**config.mk**
```make
export PLATFORM = sky130hd
export DESIGN_NAME = multicycle_ctrl
export DESIGN_NICKNAME = d
export VERILOG_FILES = /design/src/rtl/multicycle_ctrl.sv
export SDC_FILE = /design/constraint.sdc
export NUM_CORES = 1
export LEC_CHECK = 0
export ABC_AREA = 1
export BUFFER_PORTS_ARGS = -buffer_cell sky130_fd_sc_hd__clkbuf_2
export CORE_MARGIN = 2
export CORE_UTILIZATION = 39
export DETAILED_ROUTE_END_ITERATION = 8
export GPL_ROUTABILITY_DRIVEN = 0
export MAX_ROUTING_LAYER = met4
export PLACE_DENSITY = 0.76
export SLEW_MARGIN = 15
export SYNTH_ARGS = -nofsm -noshare
export SYNTH_HDL_FRONTEND = slang
export SYNTH_SLANG_ARGS = --single-unit
```
**constraint.sdc**
```tcl
create_clock -name clk -period 1.3 [get_ports clk]
set_input_delay 0.26 -clock clk [delete_from_list [all_inputs] [get_ports clk]]
set_output_delay 0.26 -clock clk [all_outputs]
set_load 0.1 [all_outputs]
```
**src/rtl/multicycle_ctrl.sv**
```systemverilog
// Multi-cycle MIPS control FSM: sequences fetch/decode/exec/mem/wb per instruction.
// Optional OVERFLOW_TRAP_EN: registers alu Overflow for add/sub/addi and suppresses the write.
module multicycle_ctrl #(
    parameter int ST_W    = 3,
    parameter int ALUOP_W = 4
) (
    input  logic               clk,
    input  logic               rst,
    input  logic [5:0]         Op,
    input  logic [5:0]         Funct,
    input  logic               Zero,
    input  logic               Overflow,
    input  logic               mem_ready,
    output logic               PCWrite,
    output logic               IRWrite,
    output logic               MemRead,
    output logic               MemWrite,
    output logic               RegWrite,
    output logic [1:0]         RegDst,
    output logic [1:0]         WDSel,
    output logic               ALUSrcA,
    output logic [1:0]         ALUSrcB,
    output logic               EXTOp,
    output logic [1:0]         NPCOp,
    output logic [ALUOP_W-1:0] ALUOp,
    output logic               illegal,
    output logic               ovf_trap,
    output logic [ST_W-1:0]    state
);

    localparam logic [ALUOP_W-1:0] ALU_NOP  = 0;
    localparam logic [ALUOP_W-1:0] ALU_LUI  = 1;
    localparam logic [ALUOP_W-1:0] ALU_ADD  = 2;
    localparam logic [ALUOP_W-1:0] ALU_ADDU = 3;
    localparam logic [ALUOP_W-1:0] ALU_SUB  = 4;
    localparam logic [ALUOP_W-1:0] ALU_SUBU = 5;
    localparam logic [ALUOP_W-1:0] ALU_AND  = 6;
    localparam logic [ALUOP_W-1:0] ALU_OR   = 7;
    localparam logic [ALUOP_W-1:0] ALU_XOR  = 8;
    localparam logic [ALUOP_W-1:0] ALU_NOR  = 9;
    localparam logic [ALUOP_W-1:0] ALU_SLT  = 10;
    localparam logic [ALUOP_W-1:0] ALU_SLTU = 11;

    typedef enum logic [ST_W-1:0] {
        FETCH  = 0,
        DECODE = 1,
        EXEC   = 2,
        MEM    = 3,
        WB     = 4,
        BRANCH = 5,
        JUMP   = 6,
        SPARE  = 7
    } st_t;

    st_t st, nxt;

    logic is_r, is_i, is_lw, is_sw, is_beq, is_bne, is_j, is_jal;
    logic is_zext, ovf_cand, ovf_q;
    logic [ALUOP_W-1:0] r_op, i_op;

    always_comb begin
        is_r = 1'b0;
        r_op = ALU_NOP;
        if (Op == 6'h00) begin
            is_r = 1'b1;
            case (Funct)
                6'h20: r_op = ALU_ADD;
                6'h21: r_op = ALU_ADDU;
                6'h22: r_op = ALU_SUB;
                6'h23: r_op = ALU_SUBU;
                6'h24: r_op = ALU_AND;
                6'h25: r_op = ALU_OR;
                6'h26: r_op = ALU_XOR;
                6'h27: r_op = ALU_NOR;
                6'h2A: r_op = ALU_SLT;
                6'h2B: r_op = ALU_SLTU;
                default: is_r = 1'b0;
            endcase
        end
    end

    always_comb begin
        is_i    = 1'b0;
        is_zext = 1'b0;
        i_op    = ALU_ADDU;
        case (Op)
            6'h08: begin is_i = 1'b1; i_op = ALU_ADD; end
            6'h09: begin is_i = 1'b1; i_op = ALU_ADDU; end
            6'h0C: begin is_i = 1'b1; is_zext = 1'b1; i_op = ALU_AND; end
            6'h0D: begin is_i = 1'b1; is_zext = 1'b1; i_op = ALU_OR; end
            6'h0F: begin is_i = 1'b1; is_zext = 1'b1; i_op = ALU_LUI; end
            default: ;
        endcase
    end

    assign is_lw  = (Op == 6'h23);
    assign is_sw  = (Op == 6'h2B);
    assign is_beq = (Op == 6'h04);
    assign is_bne = (Op == 6'h05);
    assign is_j   = (Op == 6'h02);
    assign is_jal = (Op == 6'h03);

    // Only signed adds/subtracts can trap
    assign ovf_cand = (is_r && (Funct == 6'h20 || Funct == 6'h22))
                    || (Op == 6'h08);

    always_comb begin
        nxt      = st;
        PCWrite  = 1'b0;
        IRWrite  = 1'b0;
        MemRead  = 1'b0;
        MemWrite = 1'b0;
        RegWrite = 1'b0;
        RegDst   = 2'd0;
        WDSel    = 2'd0;
        ALUSrcA  = 1'b0;
        ALUSrcB  = 2'd0;
        EXTOp    = 1'b0;
        NPCOp    = 2'd0;
        ALUOp    = ALU_NOP;
        illegal  = 1'b0;
        ovf_trap = 1'b0;
        case (st)
            FETCH: begin
                MemRead = 1'b1;
                ALUSrcB = 2'd1;
                ALUOp   = ALU_ADDU;
                if (mem_ready) begin
                    IRWrite = 1'b1;
                    PCWrite = 1'b1;
                    nxt     = DECODE;
                end
            end
            DECODE: begin
                ALUSrcB = 2'd3;
                EXTOp   = 1'b1;
                ALUOp   = ALU_ADDU;
                if (is_r || is_i || is_lw || is_sw) nxt = EXEC;
                else if (is_beq || is_bne)          nxt = BRANCH;
                else if (is_j || is_jal)            nxt = JUMP;
                else begin
                    illegal = 1'b1;
                    nxt     = FETCH;
                end
            end
            EXEC: begin
                ALUSrcA = 1'b1;
                if (is_r) begin
                    ALUSrcB = 2'd0;
                    ALUOp   = r_op;
                end else begin
                    ALUSrcB = 2'd2;
                    EXTOp   = ~is_zext;
                    ALUOp   = (is_lw || is_sw) ? ALU_ADDU : i_op;
                end
                nxt = (is_lw || is_sw) ? MEM : WB;
            end
            MEM: begin
                MemRead  = is_lw;
                MemWrite = is_sw;
                if (mem_ready) nxt = is_lw ? WB : FETCH;
            end
            WB: begin
                RegWrite = ~ovf_q;
                ovf_trap = ovf_q;
                RegDst   = is_r ? 2'd1 : 2'd0;
                WDSel    = is_lw ? 2'd1 : 2'd0;
                nxt      = FETCH;
            end
            BRANCH: begin
                ALUSrcA = 1'b1;
                ALUOp   = ALU_SUBU;
                PCWrite = is_beq ? Zero : ~Zero;
                NPCOp   = 2'd1;
                nxt     = FETCH;
            end
            JUMP: begin
                PCWrite = 1'b1;
                NPCOp   = 2'd2;
                if (is_jal) begin
                    RegWrite = 1'b1;
                    RegDst   = 2'd2;
                    WDSel    = 2'd2;
                end
                nxt = FETCH;
            end
            default: nxt = FETCH;
        endcase
        // Reset masks every strobe so an abandoned instruction writes nothing
        if (rst) begin
            nxt      = FETCH;
            PCWrite  = 1'b0;
            IRWrite  = 1'b0;
            MemRead  = 1'b0;
            MemWrite = 1'b0;
            RegWrite = 1'b0;
            RegDst   = 2'd0;
            WDSel    = 2'd0;
            ALUSrcA  = 1'b0;
            ALUSrcB  = 2'd0;
            EXTOp    = 1'b0;
            NPCOp    = 2'd0;
            ALUOp    = ALU_NOP;
            illegal  = 1'b0;
            ovf_trap = 1'b0;
        end
    end

    always_ff @(posedge clk) begin
        if (rst) st <= FETCH;
        else     st <= nxt;
    end

    assign state = rst ? FETCH : st;

`ifdef OVERFLOW_TRAP_EN
    always_ff @(posedge clk) begin
        if (rst)                        ovf_q <= 1'b0;
        else if (st == EXEC && ovf_cand) ovf_q <= Overflow;
        else if (nxt == FETCH)          ovf_q <= 1'b0;
    end
`else
    logic unused_ovf;
    assign unused_ovf = Overflow ^ ovf_cand;
    assign ovf_q      = 1'b0;
`endif

endmodule
```
==> results of run 1 <==
==> metrics by stage <==
stage / area [µm²] / cells / TNS (ps) / hold slack (ps) / worst slack [ps]
after global placement: 1900 / 236 / -5050 / 585 / -369
after floorplan: 991 / 133 / -9190 / 452 / -1030
==> logic make-up after synthesis <==
logic type,after synthesis,share of synthesized area
AOI/OAI and AO/OA,16,0.130
xor gates and xnor gates,2,0.0250
DFF,3,0.0856
buffers and inverters,31,0.176
and+or+nand+nor,80,0.578
other,1,0.00534
==> results.md, run 1 <==
- Synth cell count leaders: 26 x nand2_1, 20 x nor2_1, 19 x inv_1
- I/O pin count: just over 40
- Number of synthesized flops with an enable pin: 0
- Ys Warns: 0
- Synth cell types: 28
- Most common cell in the netlist: nand2_1
- Sequential area share after synthesis: 0.0856
- Effective utilization at floorplan: 0.411
- Share of the synthesized area in the top cell type: 0.139
- Row cnt: 15
- Die Height: between 40 and 50 µm
- Status: aborted with a tool error
- Synth area leaders: nand2_1 14%, nand3_1 11%, nor2_1 11%
- Leading area contributor after synthesis: nand2_1
- Port Buffer Count: 38
- Top_reg_cell synth: dfxtp_1
- Mapped Cells: 133
- Asr flop ratio synth: 0
- Syn Nets: 150
- Fail Step: 3_5_place_dp
- Die Span X: around 46 µm
- Avg Cell Area, Syn: around 5.3 µm²
- Tool error message: [ERROR DPL-0038] Utilization greater than 100%, impossible to legalize
- Synth Register Bits: 3
- Synthesized cell area: about 700 µm²
==> run 2, diff against run 1 <==
--- a/config.mk
+++ b/config.mk
@@ -7,12 +7,11 @@
 export LEC_CHECK = 0
 export ABC_AREA = 1
 export BUFFER_PORTS_ARGS = -buffer_cell sky130_fd_sc_hd__clkbuf_2
-export CORE_MARGIN = 2
-export CORE_UTILIZATION = 39
+export CORE_AREA = 2 2 63 65
 export DETAILED_ROUTE_END_ITERATION = 8
+export DIE_AREA = 0 0 65 67
 export GPL_ROUTABILITY_DRIVEN = 0
-export MAX_ROUTING_LAYER = met4
-export PLACE_DENSITY = 0.76
+export PLACE_DENSITY_LB_ADDON = 0.15
 export SLEW_MARGIN = 15
 export SYNTH_ARGS = -nofsm -noshare
 export SYNTH_HDL_FRONTEND = slang
==> constraint.sdc (replaced) <==
create_clock -name clk -period 1.69 [get_ports clk]
set_input_delay 0.338 -clock clk [delete_from_list [all_inputs] [get_ports clk]]
set_output_delay 0.338 -clock clk [all_outputs]
set_load 0.1 [all_outputs]
==> run 2 against run 1 <==
  * The flow now finishes, with violations (negative setup slack)
  * Synthesized cell count did not move
  * Area after synthesis did not move
==> results.md, run 2 <==
- Clk pin slew, worst setup/hold paths: ~30 ps
- Ys Warns: 0 (unchanged)
- Worst path slowest cell: dfxtp_4
- Fill cell count: around 290
- Clk sinks: 3
- R2R Setup Slk: between 400 and 500 ps
- Clock Skews: approximately 1.9 ps
- Setup CP Type: flip-flop to output pin
- GR Overflow Total: 0
- Avg Cell Area, Syn: 5.28 µm² (unchanged)
- Asr flop ratio synth: 0 (unchanged)
- Number of synthesized flops with an enable pin: 0 (unchanged)
- Drt via density: roughly 4.3
- Max FFs per register: 3
- Syn Nets: 150 (unchanged)
- Sequential area share after synthesis: 0.0856 (unchanged)
- Setup WS pre-CTS: -184 ps
- CTS tree: yes
- CTS Buf Count: 3
- CP Launch Type: flip-flop
- DR vias: approximately 1200
- Root Buffer: clkbuf_8
- First-pass DRT Iterations: 4
- Share of the synthesized area in the top cell type: 0.139 (unchanged)
- Final setup fails: 16
- Hold/Removal Path Class: input pin to flip-flop
- Worst r2r src: st[1]
- First element of the critical path: st[0]
- Minimum clock period: roughly 1900 ps
- FF-to-FF path depth: 8
- WHS Endpoint: st[1]
- Post-route antenna net violation count: 0
- Arrival @ worst endpoint: roughly 1500 ps
- Top reg by flops: st
- Max FO, Critical Path: 5
- Max clock buf depth: 2
- Worst-Skew Late Latency: between 200 and 250 ps
- Design Power: about 800 µW
- Status: finished, violations left
- Final setup margin: -182 ps
- Drt initial violations: 30
- Max rail drop VDD: between 400 and 500 µV
- Most common cell in the netlist: nand2_1
- Worst reg2reg path endpoint: st[0]
- Largest net degree at the start of global routing: 9
- Data required time of the critical path: 1350 ps
- Port Buffer Count: 38 (unchanged)
- Synth cell count leaders: 26 x nand2_1, 20 x nor2_1, 19 x inv_1
- Final WL: about 3200 µm
- ANT cells: 0
- Hold Fails Final Rpt: 0
- Die area: 0.00436 mm²
- Top_reg_cell synth: dfxtp_1
- Die Height: 67 µm (+44%)
- CTS H-tree depth: 1
- Final Max Tran Viols: 0
- Final hold slack: roughly 490 ps
- Pwr/cell area: 350 mW/mm²
- Synth area leaders: nand2_1 14%, nand3_1 11%, nor2_1 11%
- CP Capture Type: output pin
- Post-CTS Hold Buffers: 0
- Mapped Cells: 133 (unchanged)
- Synth Register Bits: 3 (unchanged)
- Core area: between 0.003 and 0.004 mm²
- Nets: around 240
- Global Route Usage Sum: 0.136
- Dpl hpwl: around 2400 µm
- Leading area contributor after synthesis: nand2_1
- DRC viols: 0
- Die Span X: 65 µm (+40%)
- Share of cells above drive strength 1: 0.794
- Max Cap Viol: 0
- Delay of the slowest critical-path stage: roughly 370 ps
- Unrepaired setup endpoints after global routing: yes
- Layout area overhead: 219%
- Critical-path cell list: nor3_4, inv_2, nor2_2, inv_2, buf_6, nor3_4, buf_12
- DR WL/cell: 11.7 µm
- Tcrit/Tclk final: 1.11
- I/O pin count: 41 (unchanged)
- Effective utilization at floorplan: 0.195 (-0.216)
- Failing checks: negative setup slack
- Regs by FF count: st x3
- Synthesized cell area: 702 µm² (unchanged)
- Worst hold path depth: 4
- Synth cell types: 28 (unchanged)
- Hold Startpoint: mem_ready
- FMAX: roughly 530 MHz
- Row cnt: 22 (+7)
- Number of global-route vias before repair: 1076
- Initial antenna violation count: 0
- Leakage power: 0.000978 µW
- Commonest non-fill, non-tap cell in the layout: buf_4
- First-pass GRT wire length: approximately 4800 µm
- Most frequent cells in the layout: 42 x buf_4, 23 x buf_12, 18 x nor2_4
[run 2: what timing repair did]
| item | CTS | global route |
|---|---|---|
| endpoints found under the setup margin | 19 | 20 |
| pin swaps | 15 | 29 |
| hold endpoints to repair | 0 | 0 |
| setup buffers | 4 | 12 |
| resized for setup | 20 | 59 |
[run 2: report_power, final]
part / leakage, µW / internal [µW] / switching [µW]
sequential: 0.0000264 / 73.8 / 8.10
clock: 0.0000228 / 160 / 40.1
combinational: 0.000929 / 196 / 304
total: 0.000978 / 430 / 352
[run 2: final cells by class]
class	count	area, µm²	share of cell area
repair buffers	89	1010	0.453
multi-input cells	99	937	0.419
inverters	28	113	0.0503
flip-flops and latches	3	68.8	0.0308
well taps	48	60.1	0.0268
clock buffers	4	45.0	0.0201
[run 2: metrics by stage]
step | setup TNS, ps | instances | util | instance area (µm²)
after floorplan | -6170 | 133 | - | 958
after global placement | -1090 | 255 | 0.503 | 1820
after detailed placement | -1300 | 255 | 0.503 | 1820
after CTS | -1380 | 262 | 0.546 | 1970
after global routing | -2670 | 271 | 0.620 | 2240
final | -1550 | 271 | 0.620 | 2240
[run 2: worst max path at each step]
stage / to / slack, ps / cells after the start
2_1_floorplan: illegal / -710 / 4
3_3_place_gp: illegal / -160 / 9
3_5_place_dp: illegal / -180 / 9
4_1_cts: illegal / -150 / 6
5_1_grt: ALUOp[3] / -270 / 7
6_report: ALUOp[3] / -180 / 7
[run 2: kinds of logic after synthesis]
logic type | synth area share
buffers and inverters | 0.176
DFF | 0.0856
other | 0.00534
AOI/OAI and AO/OA | 0.130
and+or+nand+nor | 0.578
xor gates and xnor gates | 0.0250
[run 2: metal layers]
metal / track usage / routed length (µm) / vias to the layer above
li1: - / - / 598
met4: 0.00798 / 0 / 0
met3: 0.0101 / 148 / 0
met5: 0 / 0 / -
met2: 0.247 / 1700 / 39
met1: 0.182 / 1330 / 536
[run 2: critical path: cells and delay by family, from the launching register on]
kind	cells	cell delay [ps]
DFF	1	370
buffers and inverters	4	460
and+or+nand+nor	3	500
Power figures use the tool's default switching activity.
==> run 3, diff against run 2 <==
==> constraint.sdc (replaced) <==
create_clock -name clk -period 1.69 [get_ports clk]
set_input_delay 0.338 -clock clk [delete_from_list [all_inputs] [get_ports clk]]
set_output_delay 0.338 -clock clk [all_outputs]
set_load 0.005 [all_outputs]
==> run 3 against run 2 <==
  * The run now ends clean
  * Flip-flop and latch count did not move
  * Final cell count fell by 11%
  * Register-to-register slack improved by 140 ps
  * Sequential share of layout area rose by 2.6 points
  * Highest routed layer unchanged
  * Via count fell by 14%
  * Count of clock-buffer cells in the layout did not move
  * Sequential power fell by 3.2%
  * Core utilization fell by 27 points
==> results.md, run 3 (synthesis results as in run 2) <==
- Nets: 211 (-12%)
- Die Height: 67 µm (unchanged)
- Hold Fails Final Rpt: 0 (unchanged)
- Root Buffer: clkbuf_8
- DR WL/cell: 10.4 µm (-11%)
- Max clock buf depth: 2 (unchanged)
- Post-CTS Hold Buffers: 0 (unchanged)
- CTS H-tree depth: 1 (unchanged)
- DRC viols: 0 (unchanged)
- Clk pin slew, worst setup/hold paths: 30 ps (about the same)
- Effective utilization at floorplan: 0.195 (unchanged)
- Multi-input logic area: 596 µm² (-36%)
- Dpl hpwl: 2100 µm (-14%)
- Max rail drop VDD: 213 µV (-55%)
- I/O pin count: 41 (unchanged)
- Setup total negative slack: 0 ps (+1550 ps)
- Row cnt: 22 (unchanged)
- Share of cells above drive strength 1: 0.560 (-0.234)
- Final setup margin: 3.46 ps (+186 ps)
- Regs by FF count: st x3
- Post-route antenna net violation count: 0 (unchanged)
- First-pass DRT Iterations: 5 (+1)
- GR Overflow Total: 0 (unchanged)
- Number of global-route vias before repair: 994 (-7.6%)
- Storage element area: 71.3 µm² (+3.6%)
- Max Cap Viol: 0 (unchanged)
- Arrival @ worst endpoint: 1350 ps (-180 ps)
- Worst-Skew Late Latency: 210 ps (about the same)
- Max FFs per register: 3 (unchanged)
- Drt initial violations: 32 (+6.7%)
- Largest net degree at the start of global routing: 12 (+3)
- Post-route cell area: 0.00126 mm² (-44%)
- Design Power: 467 µW (-40%)
- Final Instance Count excl. Fillers: 241 (-11%)
- Initial antenna violation count: 0 (unchanged)
- Most frequent cells in the layout: 31 x clkbuf_2, 23 x nand2_1, 21 x buf_4
- Clk sinks: 3 (unchanged)
- Setup WS pre-CTS: -33.4 ps (+150 ps)
- Hold/Removal Path Class: input pin to flip-flop
- First-pass GRT wire length: 4160 µm (-12%)
- CP Capture Type: output pin
- CP Launch Type: flip-flop
- Global Route Usage Sum: 0.119 (-0.0168)
- FMAX: 593 MHz (+11%)
- Status: finished clean
- ANT cells: 0 (unchanged)
- Drt via density: 4.17 (-3.8%)
- Fill cell count: 415 (+45%)
- Layout area overhead: 79.1%
- Leakage power: 0.000647 µW (-34%)
- Clock Skews: 0.187 ps (-1.74 ps)
- Final WL: 2510 µm (-21%)
- Setup CP Type: flip-flop to output pin
- DR vias: 1004 (-14%)
- Tcrit/Tclk final: 0.998 (-0.110)
- Commonest non-fill, non-tap cell in the layout: clkbuf_2
- Minimum clock period: 1690 ps (-186 ps)
- CTS tree: yes
- Port Buffer Count: 38 (unchanged)
- Data required time of the critical path: 1350 ps (about the same)
- Max FO, Critical Path: 6 (+1)
- Unrepaired setup endpoints after global routing: yes
- Top reg by flops: st
- Core area: 0.00361 mm² (unchanged)
- # placed instances: 232 (-9.0%)
- Die Span X: 65 µm (unchanged)
- Final Max Tran Viols: 0 (unchanged)
- Die area: 0.00436 mm² (unchanged)
- Post-DP Area: 0.00105 mm² (-42%)
- Pwr/cell area: 372 mW/mm² (+6.3%)
- Final setup fails: 0 (-16)
- CTS Buf Count: 3 (unchanged)
run 3: through the flow:
step	util	hold WS (ps)
3_3_place_gp	0.292	673
4_1_cts	0.332	455
3_5_place_dp	0.292	677
6_report	0.349	450
5_1_grt	0.349	497
2_1_floorplan	-	538
run 3: routing by layer:
metal	share of wire	up-vias	global-route usage
met3	0.036	0	0.0152
met1	0.47	449	0.152
met2	0.49	19	0.214
li1	-	536	-
met5	0	-	0
met4	0	0	0.0239
run 3: power by group:
part,switching [µW],total (µW),internal [µW]
clock network,44.3,205,161
logic,102,183,80.9
registers,6.83,79.3,72.5
total,153,467,314
run 3: final cells by class:
cell class,instances,share of cell area
Tap cell,48,0.0478
Multi-Input combinational cell,99,0.474
Inverter,28,0.0856
Sequential cell,3,0.0567
Clock buffer,4,0.0358
Timing Repair Buffer,59,0.300
run 3: what timing repair did:
item | CTS | global route
pin swaps | 7 | 4
resized for setup | 21 | 16
setup endpoints to repair | 15 | 17
buffers inserted | 4 | 2
run 3: final timing paths:
check        slack (ps)       from  depth (start not counted)  endpoint
max                   3      st[2]                          6   PCWrite
min                 450  mem_ready                          4     st[1]
max reg2reg         560      st[0]                          6     st[0]
min reg2reg         720      st[1]                          3     st[0]
run 3: critical path, stage by stage, from the launching register on:
cell and delay (ps):
dfxtp_4 360, nor2_2 170, inv_2 60, nor2_2 140, nand2_1 100, a31oi_1 180
clkbuf_2 130
